==> src/rtl/alu_rs_pkg.sv <==
// -----------------------------------------------------------------------------
// alu_rs_pkg
//   Encodings shared between the ALU reservation station and the ALU itself,
//   so both ends of the operand interface agree on op codes and tag widths.
//   Contents: ALU op code localparams (ADD..GEU, 4 bit), ROB tag width,
//   NULL tag (no instruction), data width.
// -----------------------------------------------------------------------------
package alu_rs_pkg;

   localparam int DATA_W   = 32;
   localparam int OP_W     = 4;
   localparam int RS_TAG_W = 3;

   // Tag 0 never names a real instruction; an idle ALU input carries it.
   localparam logic [RS_TAG_W-1:0] NULL_TAG = '0;

   localparam logic [OP_W-1:0] ALU_ADD  = 4'd0;
   localparam logic [OP_W-1:0] ALU_SUB  = 4'd1;
   localparam logic [OP_W-1:0] ALU_SLL  = 4'd2;
   localparam logic [OP_W-1:0] ALU_SLT  = 4'd3;
   localparam logic [OP_W-1:0] ALU_SLTU = 4'd4;
   localparam logic [OP_W-1:0] ALU_XOR  = 4'd5;
   localparam logic [OP_W-1:0] ALU_SRL  = 4'd6;
   localparam logic [OP_W-1:0] ALU_SRA  = 4'd7;
   localparam logic [OP_W-1:0] ALU_OR   = 4'd8;
   localparam logic [OP_W-1:0] ALU_AND  = 4'd9;
   localparam logic [OP_W-1:0] ALU_EQ   = 4'd10;
   localparam logic [OP_W-1:0] ALU_NE   = 4'd11;
   localparam logic [OP_W-1:0] ALU_LT   = 4'd12;
   localparam logic [OP_W-1:0] ALU_GE   = 4'd13;
   localparam logic [OP_W-1:0] ALU_LTU  = 4'd14;
   localparam logic [OP_W-1:0] ALU_GEU  = 4'd15;

endpackage

==> src/rtl/alu_rs_if.sv <==
// -----------------------------------------------------------------------------
// alu_rs_if
//   Bus bundle around the ALU reservation station:
//     issue  : in_valid/in_ready handshake plus decoded op and operand state
//     cdb    : cdb_valid/cdb_tag/cdb_value result broadcast
//     alu    : alu_value_1/alu_value_2/alu_op/alu_des registered dispatch
//   master = issue stage / CDB / ALU side, slave = reservation station.
// -----------------------------------------------------------------------------
interface alu_rs_if #(
   parameter int TAG_W = alu_rs_pkg::RS_TAG_W
);
   import alu_rs_pkg::*;

   logic              in_valid;
   logic              in_ready;
   logic [OP_W-1:0]   in_op;
   logic [DATA_W-1:0] in_vj;
   logic [TAG_W-1:0]  in_qj;
   logic              in_qj_busy;
   logic [DATA_W-1:0] in_vk;
   logic [TAG_W-1:0]  in_qk;
   logic              in_qk_busy;
   logic [TAG_W-1:0]  in_dest;

   logic              cdb_valid;
   logic [TAG_W-1:0]  cdb_tag;
   logic [DATA_W-1:0] cdb_value;

   logic [DATA_W-1:0] alu_value_1;
   logic [DATA_W-1:0] alu_value_2;
   logic [OP_W-1:0]   alu_op;
   logic [TAG_W-1:0]  alu_des;

   modport master (
      output in_valid, in_op, in_vj, in_qj, in_qj_busy,
             in_vk, in_qk, in_qk_busy, in_dest,
             cdb_valid, cdb_tag, cdb_value,
      input  in_ready, alu_value_1, alu_value_2, alu_op, alu_des
   );

   modport slave (
      input  in_valid, in_op, in_vj, in_qj, in_qj_busy,
             in_vk, in_qk, in_qk_busy, in_dest,
             cdb_valid, cdb_tag, cdb_value,
      output in_ready, alu_value_1, alu_value_2, alu_op, alu_des
   );

endinterface

==> src/rtl/alu_rs_pick_lowest.sv <==
// -----------------------------------------------------------------------------
// rs_pick_lowest
//   Fixed-priority picker: grants the lowest-index set bit of req.
//   Ports: req   in  N  request vector
//          grant out N  one-hot grant (all zero when no request)
//          valid out 1  at least one request present
// -----------------------------------------------------------------------------
module rs_pick_lowest #(
   parameter int N = 4
) (
   input  logic [N-1:0] req,
   output logic [N-1:0] grant,
   output logic         valid
);

   // Bit gi wins only if no lower-index bit is requesting.
   for (genvar gi = 0; gi < N; gi++) begin : g_grant
      localparam logic [N-1:0] LOWER_MASK = (N'(1) << gi) - N'(1);
      assign grant[gi] = req[gi] & ~(|(req & LOWER_MASK));
   end

   assign valid = |req;

endmodule

==> src/rtl/alu_rs.sv <==
// -----------------------------------------------------------------------------
// alu_rs
//   Reservation station feeding the ALU. Holds decoded ALU ops until both
//   operands are valid, snoops the CDB for pending operands and dispatches
//   the lowest-index ready entry each cycle as registered alu_* outputs.
//   Ports: clk        system clock, all state on posedge
//          rst_n      asynchronous active-low reset
//          flush      synchronous clear of all entries (wins over issue/CDB)
//          bus        alu_rs_if.slave: issue handshake, CDB snoop, ALU outputs
//          occupancy  number of busy entries
// -----------------------------------------------------------------------------
module alu_rs
   import alu_rs_pkg::*;
#(
   parameter int DEPTH = 4,
   parameter int TAG_W = RS_TAG_W
) (
   input  logic       clk,
   input  logic       rst_n,
   input  logic       flush,
   alu_rs_if.slave    bus,
   output logic [3:0] occupancy
);

   typedef struct packed {
      logic              busy;
      logic [OP_W-1:0]   op;
      logic [DATA_W-1:0] vj;
      logic [TAG_W-1:0]  qj;
      logic              j_rdy;
      logic [DATA_W-1:0] vk;
      logic [TAG_W-1:0]  qk;
      logic              k_rdy;
      logic [TAG_W-1:0]  dest;
   } entry_t;

   entry_t            entry_reg  [DEPTH];
   entry_t            entry_next [DEPTH];
   entry_t            issue_entry;

   logic [DEPTH-1:0]  free_req;
   logic [DEPTH-1:0]  ready_req;
   logic [DEPTH-1:0]  alloc_grant;
   logic [DEPTH-1:0]  disp_grant;
   logic              alloc_valid;
   logic              disp_valid;
   logic              issue_accept;
   logic              j_bypass;
   logic              k_bypass;
   logic [3:0]        occ_count;

   logic [DATA_W-1:0] sel_vj;
   logic [DATA_W-1:0] sel_vk;
   logic [OP_W-1:0]   sel_op;
   logic [TAG_W-1:0]  sel_dest;

   logic [DATA_W-1:0] alu_value_1_reg;
   logic [DATA_W-1:0] alu_value_2_reg;
   logic [OP_W-1:0]   alu_op_reg;
   logic [TAG_W-1:0]  alu_des_reg;

   // Request vectors come from registered state only, so an entry written
   // or woken this cycle cannot be selected before the next edge.
   for (genvar gi = 0; gi < DEPTH; gi++) begin : g_req
      assign free_req[gi]  = ~entry_reg[gi].busy;
      assign ready_req[gi] = entry_reg[gi].busy & entry_reg[gi].j_rdy & entry_reg[gi].k_rdy;
   end

   rs_pick_lowest #(.N(DEPTH)) u_pick_free (
      .req   (free_req),
      .grant (alloc_grant),
      .valid (alloc_valid)
   );

   rs_pick_lowest #(.N(DEPTH)) u_pick_ready (
      .req   (ready_req),
      .grant (disp_grant),
      .valid (disp_valid)
   );

   always_comb begin
      occ_count = '0;
      for (int i = 0; i < DEPTH; i++) begin
         occ_count = occ_count + {3'b000, entry_reg[i].busy};
      end
   end

   assign occupancy    = occ_count;
   // A slot freed by this cycle's dispatch is deliberately not reusable
   // until the next cycle: readiness looks at registered occupancy only.
   assign bus.in_ready = (occ_count < 4'(DEPTH));
   assign issue_accept = bus.in_valid && bus.in_ready && alloc_valid &&
                         (bus.in_dest != TAG_W'(NULL_TAG)) && !flush;

   // An operand whose producer broadcasts in the issue cycle is captured
   // directly, otherwise it would miss the broadcast and wait forever.
   assign j_bypass = bus.in_qj_busy && bus.cdb_valid && (bus.cdb_tag == bus.in_qj);
   assign k_bypass = bus.in_qk_busy && bus.cdb_valid && (bus.cdb_tag == bus.in_qk);

   always_comb begin
      issue_entry       = '0;
      issue_entry.busy  = 1'b1;
      issue_entry.op    = bus.in_op;
      issue_entry.dest  = bus.in_dest;
      issue_entry.qj    = bus.in_qj;
      issue_entry.qk    = bus.in_qk;
      issue_entry.vj    = j_bypass ? bus.cdb_value : bus.in_vj;
      issue_entry.vk    = k_bypass ? bus.cdb_value : bus.in_vk;
      issue_entry.j_rdy = !bus.in_qj_busy || j_bypass;
      issue_entry.k_rdy = !bus.in_qk_busy || k_bypass;
   end

   for (genvar gi = 0; gi < DEPTH; gi++) begin : g_entry
      entry_t nxt;
      always_comb begin
         nxt = entry_reg[gi];
         if (flush) begin
            nxt.busy = 1'b0;
         end else if (issue_accept && alloc_grant[gi]) begin
            nxt = issue_entry;
         end else begin
            if (disp_grant[gi]) begin
               nxt.busy = 1'b0;
            end
            if (entry_reg[gi].busy && bus.cdb_valid) begin
               if (!entry_reg[gi].j_rdy && (entry_reg[gi].qj == bus.cdb_tag)) begin
                  nxt.vj    = bus.cdb_value;
                  nxt.j_rdy = 1'b1;
               end
               if (!entry_reg[gi].k_rdy && (entry_reg[gi].qk == bus.cdb_tag)) begin
                  nxt.vk    = bus.cdb_value;
                  nxt.k_rdy = 1'b1;
               end
            end
         end
      end
      assign entry_next[gi] = nxt;
   end

   // One-hot grant, so OR-ing the masked fields is a plain mux.
   always_comb begin
      sel_vj   = '0;
      sel_vk   = '0;
      sel_op   = '0;
      sel_dest = '0;
      for (int i = 0; i < DEPTH; i++) begin
         if (disp_grant[i]) begin
            sel_vj   = sel_vj   | entry_reg[i].vj;
            sel_vk   = sel_vk   | entry_reg[i].vk;
            sel_op   = sel_op   | entry_reg[i].op;
            sel_dest = sel_dest | entry_reg[i].dest;
         end
      end
   end

   always_ff @(posedge clk or negedge rst_n) begin
      if (!rst_n) begin
         for (int i = 0; i < DEPTH; i++) begin
            entry_reg[i] <= '0;
         end
      end else begin
         for (int i = 0; i < DEPTH; i++) begin
            entry_reg[i] <= entry_next[i];
         end
      end
   end

   always_ff @(posedge clk or negedge rst_n) begin
      if (!rst_n) begin
         alu_value_1_reg <= '0;
         alu_value_2_reg <= '0;
         alu_op_reg      <= '0;
         alu_des_reg     <= TAG_W'(NULL_TAG);
      end else if (flush || !disp_valid) begin
         alu_value_1_reg <= '0;
         alu_value_2_reg <= '0;
         alu_op_reg      <= '0;
         alu_des_reg     <= TAG_W'(NULL_TAG);
      end else begin
         alu_value_1_reg <= sel_vj;
         alu_value_2_reg <= sel_vk;
         alu_op_reg      <= sel_op;
         alu_des_reg     <= sel_dest;
      end
   end

   assign bus.alu_value_1 = alu_value_1_reg;
   assign bus.alu_value_2 = alu_value_2_reg;
   assign bus.alu_op      = alu_op_reg;
   assign bus.alu_des     = alu_des_reg;

endmodule
==> src/flat_wrapper.sv <==
// flat-port wrapper written by rule: the top's interface ports become plain ports
module alu_rs_flat import alu_rs_pkg::*;
#(
   parameter int DEPTH = 4,
   parameter int TAG_W = RS_TAG_W
)
  (clk, rst_n, flush, occupancy, bus_in_valid, bus_in_op, bus_in_vj, bus_in_qj, bus_in_qj_busy, bus_in_vk, bus_in_qk, bus_in_qk_busy, bus_in_dest, bus_cdb_valid, bus_cdb_tag, bus_cdb_value, bus_in_ready, bus_alu_value_1, bus_alu_value_2, bus_alu_op, bus_alu_des);
  alu_rs_if #(.TAG_W(TAG_W)) bus_i ();
  input  logic clk;
  input  logic rst_n;
  input  logic flush;
  output logic [3:0] occupancy;
  input wire logic [$bits(bus_i.in_valid)-1:0] bus_in_valid;
  input wire logic [$bits(bus_i.in_op)-1:0] bus_in_op;
  input wire logic [$bits(bus_i.in_vj)-1:0] bus_in_vj;
  input wire logic [$bits(bus_i.in_qj)-1:0] bus_in_qj;
  input wire logic [$bits(bus_i.in_qj_busy)-1:0] bus_in_qj_busy;
  input wire logic [$bits(bus_i.in_vk)-1:0] bus_in_vk;
  input wire logic [$bits(bus_i.in_qk)-1:0] bus_in_qk;
  input wire logic [$bits(bus_i.in_qk_busy)-1:0] bus_in_qk_busy;
  input wire logic [$bits(bus_i.in_dest)-1:0] bus_in_dest;
  input wire logic [$bits(bus_i.cdb_valid)-1:0] bus_cdb_valid;
  input wire logic [$bits(bus_i.cdb_tag)-1:0] bus_cdb_tag;
  input wire logic [$bits(bus_i.cdb_value)-1:0] bus_cdb_value;
  output wire logic [$bits(bus_i.in_ready)-1:0] bus_in_ready;
  output wire logic [$bits(bus_i.alu_value_1)-1:0] bus_alu_value_1;
  output wire logic [$bits(bus_i.alu_value_2)-1:0] bus_alu_value_2;
  output wire logic [$bits(bus_i.alu_op)-1:0] bus_alu_op;
  output wire logic [$bits(bus_i.alu_des)-1:0] bus_alu_des;
  assign bus_i.in_valid = bus_in_valid;
  assign bus_i.in_op = bus_in_op;
  assign bus_i.in_vj = bus_in_vj;
  assign bus_i.in_qj = bus_in_qj;
  assign bus_i.in_qj_busy = bus_in_qj_busy;
  assign bus_i.in_vk = bus_in_vk;
  assign bus_i.in_qk = bus_in_qk;
  assign bus_i.in_qk_busy = bus_in_qk_busy;
  assign bus_i.in_dest = bus_in_dest;
  assign bus_i.cdb_valid = bus_cdb_valid;
  assign bus_i.cdb_tag = bus_cdb_tag;
  assign bus_i.cdb_value = bus_cdb_value;
  assign bus_in_ready = bus_i.in_ready;
  assign bus_alu_value_1 = bus_i.alu_value_1;
  assign bus_alu_value_2 = bus_i.alu_value_2;
  assign bus_alu_op = bus_i.alu_op;
  assign bus_alu_des = bus_i.alu_des;
  alu_rs #(.DEPTH(DEPTH), .TAG_W(TAG_W)) u_core (.clk(clk), .rst_n(rst_n), .flush(flush), .bus(bus_i), .occupancy(occupancy));
endmodule
==> config.mk <==
export PLATFORM = sky130hd
export DESIGN_NAME = alu_rs_flat
export DESIGN_NICKNAME = d
export VERILOG_FILES = /design/src/rtl/alu_rs_pkg.sv /design/src/rtl/alu_rs_if.sv /design/src/rtl/alu_rs_pick_lowest.sv /design/src/rtl/alu_rs.sv /design/src/flat_wrapper.sv
export SDC_FILE = /design/constraint.sdc
export NUM_CORES = 1
export LEC_CHECK = 0
export ABC_AREA = 1
export BUFFER_PORTS_ARGS = -buffer_cell sky130_fd_sc_hd__buf_2
export CAP_MARGIN = 25
export CORE_UTILIZATION = 23
export DETAILED_ROUTE_END_ITERATION = 16
export SYNTH_ARGS = -nofsm -noshare
export SYNTH_HDL_FRONTEND = slang
export SYNTH_HIERARCHICAL = 1
export SYNTH_SLANG_ARGS = --single-unit
==> constraint.sdc <==
create_clock -name clk -period 3.2 [get_ports clk]
set_clock_uncertainty 0.1 [all_clocks]
set_input_delay 0.64 -clock clk [delete_from_list [all_inputs] [get_ports clk]]
set_output_delay 0.64 -clock clk [all_outputs]
set_load 0.03 [all_outputs]
==> reports/results.tsv, run 1 <==
metric	value	unit
cts_tree	built	
cap_violations	0	
grt.total_usage	17.8	%
nFillCells	9389	
viasPerCell	5.02	
synthCells	2552	
cts_setup_buffers	0	
yosysTopAreaCellShare	48.7	%
synth_nets	2674	
overflow	0	
cp.depth	7	
worstMarginPinSlew	0.820	ns
worstHoldPathType	input port to flip-flop	
path_class	flip-flop to primary output	
clockBufferDepth	3	
drc	0	
fin_nets	2780	
cts_repair_resize_count	0	
grt-busiest-layer	met2	
min_period_over_period	94.7	%
ant_nets	0	
grt_max_degree	75	
arrival	2.29	ns
cp_num_buf_inv	4	
finalSetupTns	0	ns
hpwl	52400	um
path_delay_family	adder cells	
dieArea	88600	um2
syn_avg_cell_area	7.88	um2
ys_seq_area_share	48.7	%
grt_pass1_wl	122000	um
worstPathMaxFanout	4	
ios	195	
finalPower	13.4	mW
antenna_found_initial	12	
crit_top_cell	inv_1	
synth_seq_cells	391	
synth_warnings	6	
vdd_ir_drop_max	0.304	mV
gp_congestion	0.878	
finalSetupViolCount	0	
end_kind	primary output	
drt_wl_total	80400	um
initial_core_util	23.2	%
crit_slowest_cell	fa_1	
syn_to_final_growth	17.8	%
path_cells	inv_1 -> fa_1 -> inv_1 -> ha_1 -> ha_1 -> inv_1 -> buf_2	
cts_made_buffers	40	
met1_usage	24.6	%
leakage	10.4	nW
critPathLaunchType	flip-flop	
drtIter0Drc	2127	
met2_usage	27.3	%
yosysTopAreaCell	dfrtp_1	
drv_slew	0	
powerDensity	567	nW/um2
cp.required	2.46	ns
clkSinkCount	391	
firstDrtPassIters	8	
die_x	298	um
synth_area	20100	um2
hold_viol	0	
die_h	298	um
gr-usage-met3	3.07	%
clock_latency	0.56	ns
clock_tree.root_cell	clkbuf_16	
synth.distinct_cells	35	
largest_reg_flops	320	
fmax	330	MHz
htreeDepth	2	
core	86600	um2
grt_pass1_vias	18836	
drive_gt1_share	14.6	%
slowest_delay	0.54	ns
hold_depth	3	
rsz0062_at_grt	no	
fin_crit	3.03	ns
clkTransAtPathRegs	0.06	ns
status	finished clean	
synthTopCellsByArea	dfrtp_1 (49%), nand2_1 (9.0%), nand3_1 (8.2%)	
portBuffers	193	
reg2regPathDepth	14	
rows	108	
wl_per_cell	20.9	um
relSlewSlack	45.2	%
vias	19323	
holdWs	0.250	ns
==> layout make-up <==
type	instances	area [um2]	share of cell area [%]
clock inverters	10	57.6	0.243
repair buffers	273	1920	8.09
clock buffers	57	1150	4.84
flip-flops and latches	391	9780	41.3
diodes	9	22.5	0.0951
multi-input cells	1792	8710	36.8
well taps	1155	1450	6.10
inverters	160	608	2.57
==> per-stage QoR <==
| step | cell area, um2 | cells | worst slack [ns] | utilization (%) |
|---|---|---|---|---|
| after floorplan | 20100 | 2552 | 0.306 | - |
| after global placement | 22500 | 3770 | 0.414 | 25.9 |
| after detailed placement | 22500 | 3770 | 0.283 | 25.9 |
| after CTS | 23700 | 3838 | 0.147 | 27.3 |
| after global routing | 23700 | 3845 | 0.0643 | 27.3 |
| final | 23700 | 3847 | 0.168 | 27.4 |
==> routing by layer <==
| layer | vias up | wire (um) | share of wire, % |
|---|---|---|---|
| li1 | 8720 | - | - |
| met1 | 9373 | 34700 | 43 |
| met2 | 1028 | 36200 | 45 |
| met3 | 196 | 6800 | 8.5 |
| met4 | 6 | 2700 | 3.4 |
| met5 | - | 25 | 0.031 |
==> worst reg2reg max path: stages (launching register included) <==
cell and delay [ns]:
dfrtp_1 0.35, inv_1 0.10, fa_1 0.54, inv_1 0.04, ha_1 0.18, ha_1 0.20, inv_1 0.09, nand2_2 0.09
nor2_8 0.17, nand3_2 0.18, clkinv_2 0.23, buf_4 0.29, buf_4 0.21, nand2_1 0.06, nand2_1 0.05
==> repair_timing <==
item	in CTS	in global routing
endpoints found under the hold margin	37	0
hold buffers	1	0
endpoints found under the setup margin	0	0
==> report_power, final <==
part	total [mW]	leakage (nW)	internal, mW	switching (mW)
registers	6.58	5.02	6.00	0.577
clock network	4.53	0.601	2.49	2.05
logic	2.32	4.75	0.843	1.48
total	13.4	10.4	9.33	4.10
==> path summary, 6_finish.rpt <==
check                                      start  slack, ns                    endpoint
setup / recovery            u_core/entry_reg[79]       0.17                bus_in_ready
hold / removal                      bus_in_op[1]       0.25       u_core/entry_reg[236]
setup reg to reg            u_core/entry_reg[79]       0.26       u_core/entry_reg[317]
hold reg to reg            u_core/entry_reg[235]       0.38       u_core/entry_reg[235]
max in group asynchronous                  rst_n       1.55  u_core/bus.alu_value_2[13]
min in group asynchronous                  rst_n       0.54       u_core/entry_reg[238]
==> cell usage after synthesis <==
cell / n
buf_2: 52
conb_1: 1
xnor2_1: 6
a221oi_1: 6
nand3_4: 3
o21ai_0: 223
ha_1: 2
inv_2: 5
nor2_1: 289
fa_1: 1
a21oi_1: 246
clkbuf_2: 3
o31ai_1: 4
nand3_2: 7
nor3_1: 6
clkbuf_1: 105
a21oi_2: 10
dfrtp_1: 391
o22ai_1: 4
a21oi_4: 1
o21bai_1: 64
nand3_1: 328
a41oi_1: 65
nand2_2: 23
inv_1: 153
buf_1: 9
nor2_4: 3
nand2_1: 480
buf_6: 7
o21ai_1: 17
nor2_2: 2
nor2_8: 1
buf_4: 31
inv_4: 2
clkbuf_4: 2
==> cells in the final DEF, fill, tap and decap left out, types with 7 or more instances in the layout <==
master / n
inv_1: 153
a41oi_1: 65
clkinv_2: 10
nand2_1: 479
o21bai_1: 64
o21ai_0: 223
diode_2: 9
clkbuf_1: 10
buf_2: 192
a21oi_2: 10
nor2_1: 287
buf_12: 27
buf_4: 52
a21oi_1: 246
clkbuf_16: 41
o21ai_1: 17
nand2_2: 24
dfrtp_1: 391
nand3_1: 328
nand3_2: 7
==> kinds of logic after synthesis <==
group | share of synthesized area [%]
simple gates | 24.3
compound gates | 18.4
flops | 48.7
buf+inv | 8.13
xor+xnor | 0.261
fa+ha+maj | 0.224
other cells | 0.0187
Power figures use the tool's default switching activity.
==> run 2, diff against run 1 <==
--- a/config.mk
+++ b/config.mk
@@ -12,5 +12,4 @@
 export DETAILED_ROUTE_END_ITERATION = 16
 export SYNTH_ARGS = -nofsm -noshare
 export SYNTH_HDL_FRONTEND = slang
-export SYNTH_HIERARCHICAL = 1
 export SYNTH_SLANG_ARGS = --single-unit
==> run 2 against run 1 <==
Combinational power decreased by 2%. Worst setup slack better by 0.0066 ns. Core utilization up 0.73 points. Cell count grew 12%. Critical path depth decreased by 1. Critical path type unchanged.
==> reports/results.tsv, run 2 <==
metric	value	unit
status	finished clean	
synth_seq_cells	391	
yosys.cell_count.top_type	nand2_1	
r2r_slack	0.20	ns
worstHoldPathType	input port to flip-flop	
fmax	331	MHz
clkSinkCount	391	
final_common_cell	nand2_1	
viasPerCell	4.68	
cts_tree	built	
clock_tree.root_cell	clkbuf_16	
rows	109	
gp_congestion	0.877	
crit_slowest_cell	dfrtp_1	
slowest_delay	0.39	ns
cp_num_buf_inv	3	
overflow	0	
die_x	301	um
critPathLaunchType	flip-flop	
cap_violations	0	
grt_pass1_vias	19706	
hold_depth	2	
worstPathMaxFanout	4	
clock_latency	0.56	ns
synth_nets	3070	
hold_viol	0	
drv_slew	0	
fin_crit	3.03	ns
synth_common_cells	nand2_1 (1622), dfrtp_1 (391), nand3_1 (329), inv_1 (151), a21oi_1 (150)	
path_delay_family	adder cells	
yosysTopAreaCellShare	47.7	%
synthTopCellsByArea	dfrtp_1 (48%), nand2_1 (30%), nand3_1 (8.0%)	
rsz0062_at_grt	yes	
synth_warnings	0	
syn_to_final_growth	21.1	%
drive_gt1_share	12.8	%
grt.total_usage	18.1	%
grt_max_degree	67	
grt_pass1_wl	124000	um
wl_per_cell	19.1	um
synth_area	20500	um2
ios	195	
antenna_found_initial	19	
synth_edf_count	0	
synth.distinct_cells	29	
dieArea	90300	um2
portBuffers	193	
ys_seq_area_share	47.7	%
path_class	flip-flop to primary output	
leakage	13.6	nW
min_period_over_period	94.5	%
clkTransAtPathRegs	0.06	ns
fin_nets	3249	
path_cells	inv_1 -> ha_1 -> inv_1 -> fa_1 -> ha_1 -> buf_2	
htreeDepth	2	
drc	0	
final_util	28.1	%
syn_avg_cell_area	6.96	um2
cts_made_buffers	42	
core	88400	um2
largest_reg_flops	320	
highest_layer	met5	
async_flop_share	100	%
dr_wl_met2	37200	um
nFillCells	9714	
initial_core_util	23.2	%
dominantRegCellSynth	dfrtp_1	
cp.depth	6	
finalSetupViolCount	0	
drtIter0Drc	2131	
reg2regPathDepth	16	
vdd_ir_drop_max	0.338	mV
postPlaceCellArea	23300	um2
wl_met1	33500	um
relSlewSlack	54.2	%
final_cell_mix	nand2_1 (1615), dfrtp_1 (391), nand3_1 (329), buf_2 (192), a21oi_1 (150)	
wl_met3	7810	um
vias	20234	
clockBufferDepth	3	
cp.required	2.46	ns
worstMarginPinSlew	0.687	ns
firstDrtPassIters	6	
synthCells	2947	
die_h	301	um
yosysTopAreaCell	dfrtp_1	
final_area	24800	um2
powerDensity	557	nW/um2
arrival	2.29	ns
ant_nets	0	
end_kind	primary output	
hpwl	54800	um
drt_wl_total	82700	um
-- run 2: cell count changes after synthesis, sizes merged, moves of 6 or more --
cell	before	now
a21oi	257	150
o21ai	240	56
clkbuf	110	33
xor2	0	10
o21bai	64	0
a221oi	6	0
nor2	295	41
a41oi	65	0
nand3	338	331
buf	99	126
nand2	503	1630
-- run 2: area by class of cell --
cell class | count | area (um2) | area share, %
Antenna cell | 6 | 15.0 | 0.0605
Inverter | 161 | 607 | 2.44
Timing Repair Buffer | 294 | 2130 | 8.60
Sequential cell | 391 | 9780 | 39.4
Tap cell | 1165 | 1460 | 5.87
Multi-Input combinational cell | 2236 | 9390 | 37.8
Clock buffer | 57 | 1210 | 4.87
Clock inverter | 17 | 224 | 0.902
-- run 2: kinds of logic (layout without fill, tap and decap cells) --
family | Yosys count | in the layout | share of synthesized area, %
AO/OA/AOI/OAI | 209 | 209 | 5.16
XOR/XNOR | 13 | 13 | 0.555
adder cells (fa/ha/maj) | 4 | 4 | 0.281
buffers and inverters | 320 | 529 | 7.02
flip-flops | 391 | 391 | 47.7
other | 1 | 7 | 0.0183
AND/OR/NAND/NOR | 2009 | 2009 | 39.2
-- run 2: timing repair --
action	CTS	global route
gates resized for setup	0	11
endpoints found under the hold margin	41	0
setup endpoints to repair	0	122
buffers inserted	0	6
hold buffers	1	0
-- run 2: path summary, 6_finish.rpt --
check                                           start                    endpoint
worst max-delay path            u_core.entry_reg[239]                occupancy[1]
worst max register to register  u_core.entry_reg[239]       u_core.entry_reg[298]
worst min register to register   u_core.entry_reg[44]        u_core.entry_reg[44]
max in group asynchronous                       rst_n  u_core.bus.alu_value_1[12]
min in group asynchronous                       rst_n       u_core.entry_reg[235]
worst min-delay path                            flush       u_core.entry_reg[239]
-- run 2: layer usage --
layer  up-vias  track usage [%]
li1       9547                -
met1      9447             23.0
met2       969             28.9
met3       251             4.13
met4        20             8.65
met5         -                0
-- run 2: through the flow --
stage / TNS (ns) / setup WS (ns) / total power [mW] / std cells / hold WS [ns]
after global placement: 0 / 0.217 / 8.62 / 4240 / 0.362
after CTS: 0 / 0.146 / 13.9 / 4315 / 0.177
final: 0 / 0.175 / 13.8 / 4327 / 0.198
after global routing: -0.0194 / -0.00561 / 14.5 / 4327 / 0.188
after floorplan: 0 / 0.300 / 7.76 / 2947 / 0.244
after detailed placement: 0 / 0.172 / 8.66 / 4240 / 0.365
-- run 2: power breakdown --
group	internal, mW	switching [mW]
sequential	5.85	0.510
clock	3.05	2.16
combinational	0.801	1.47
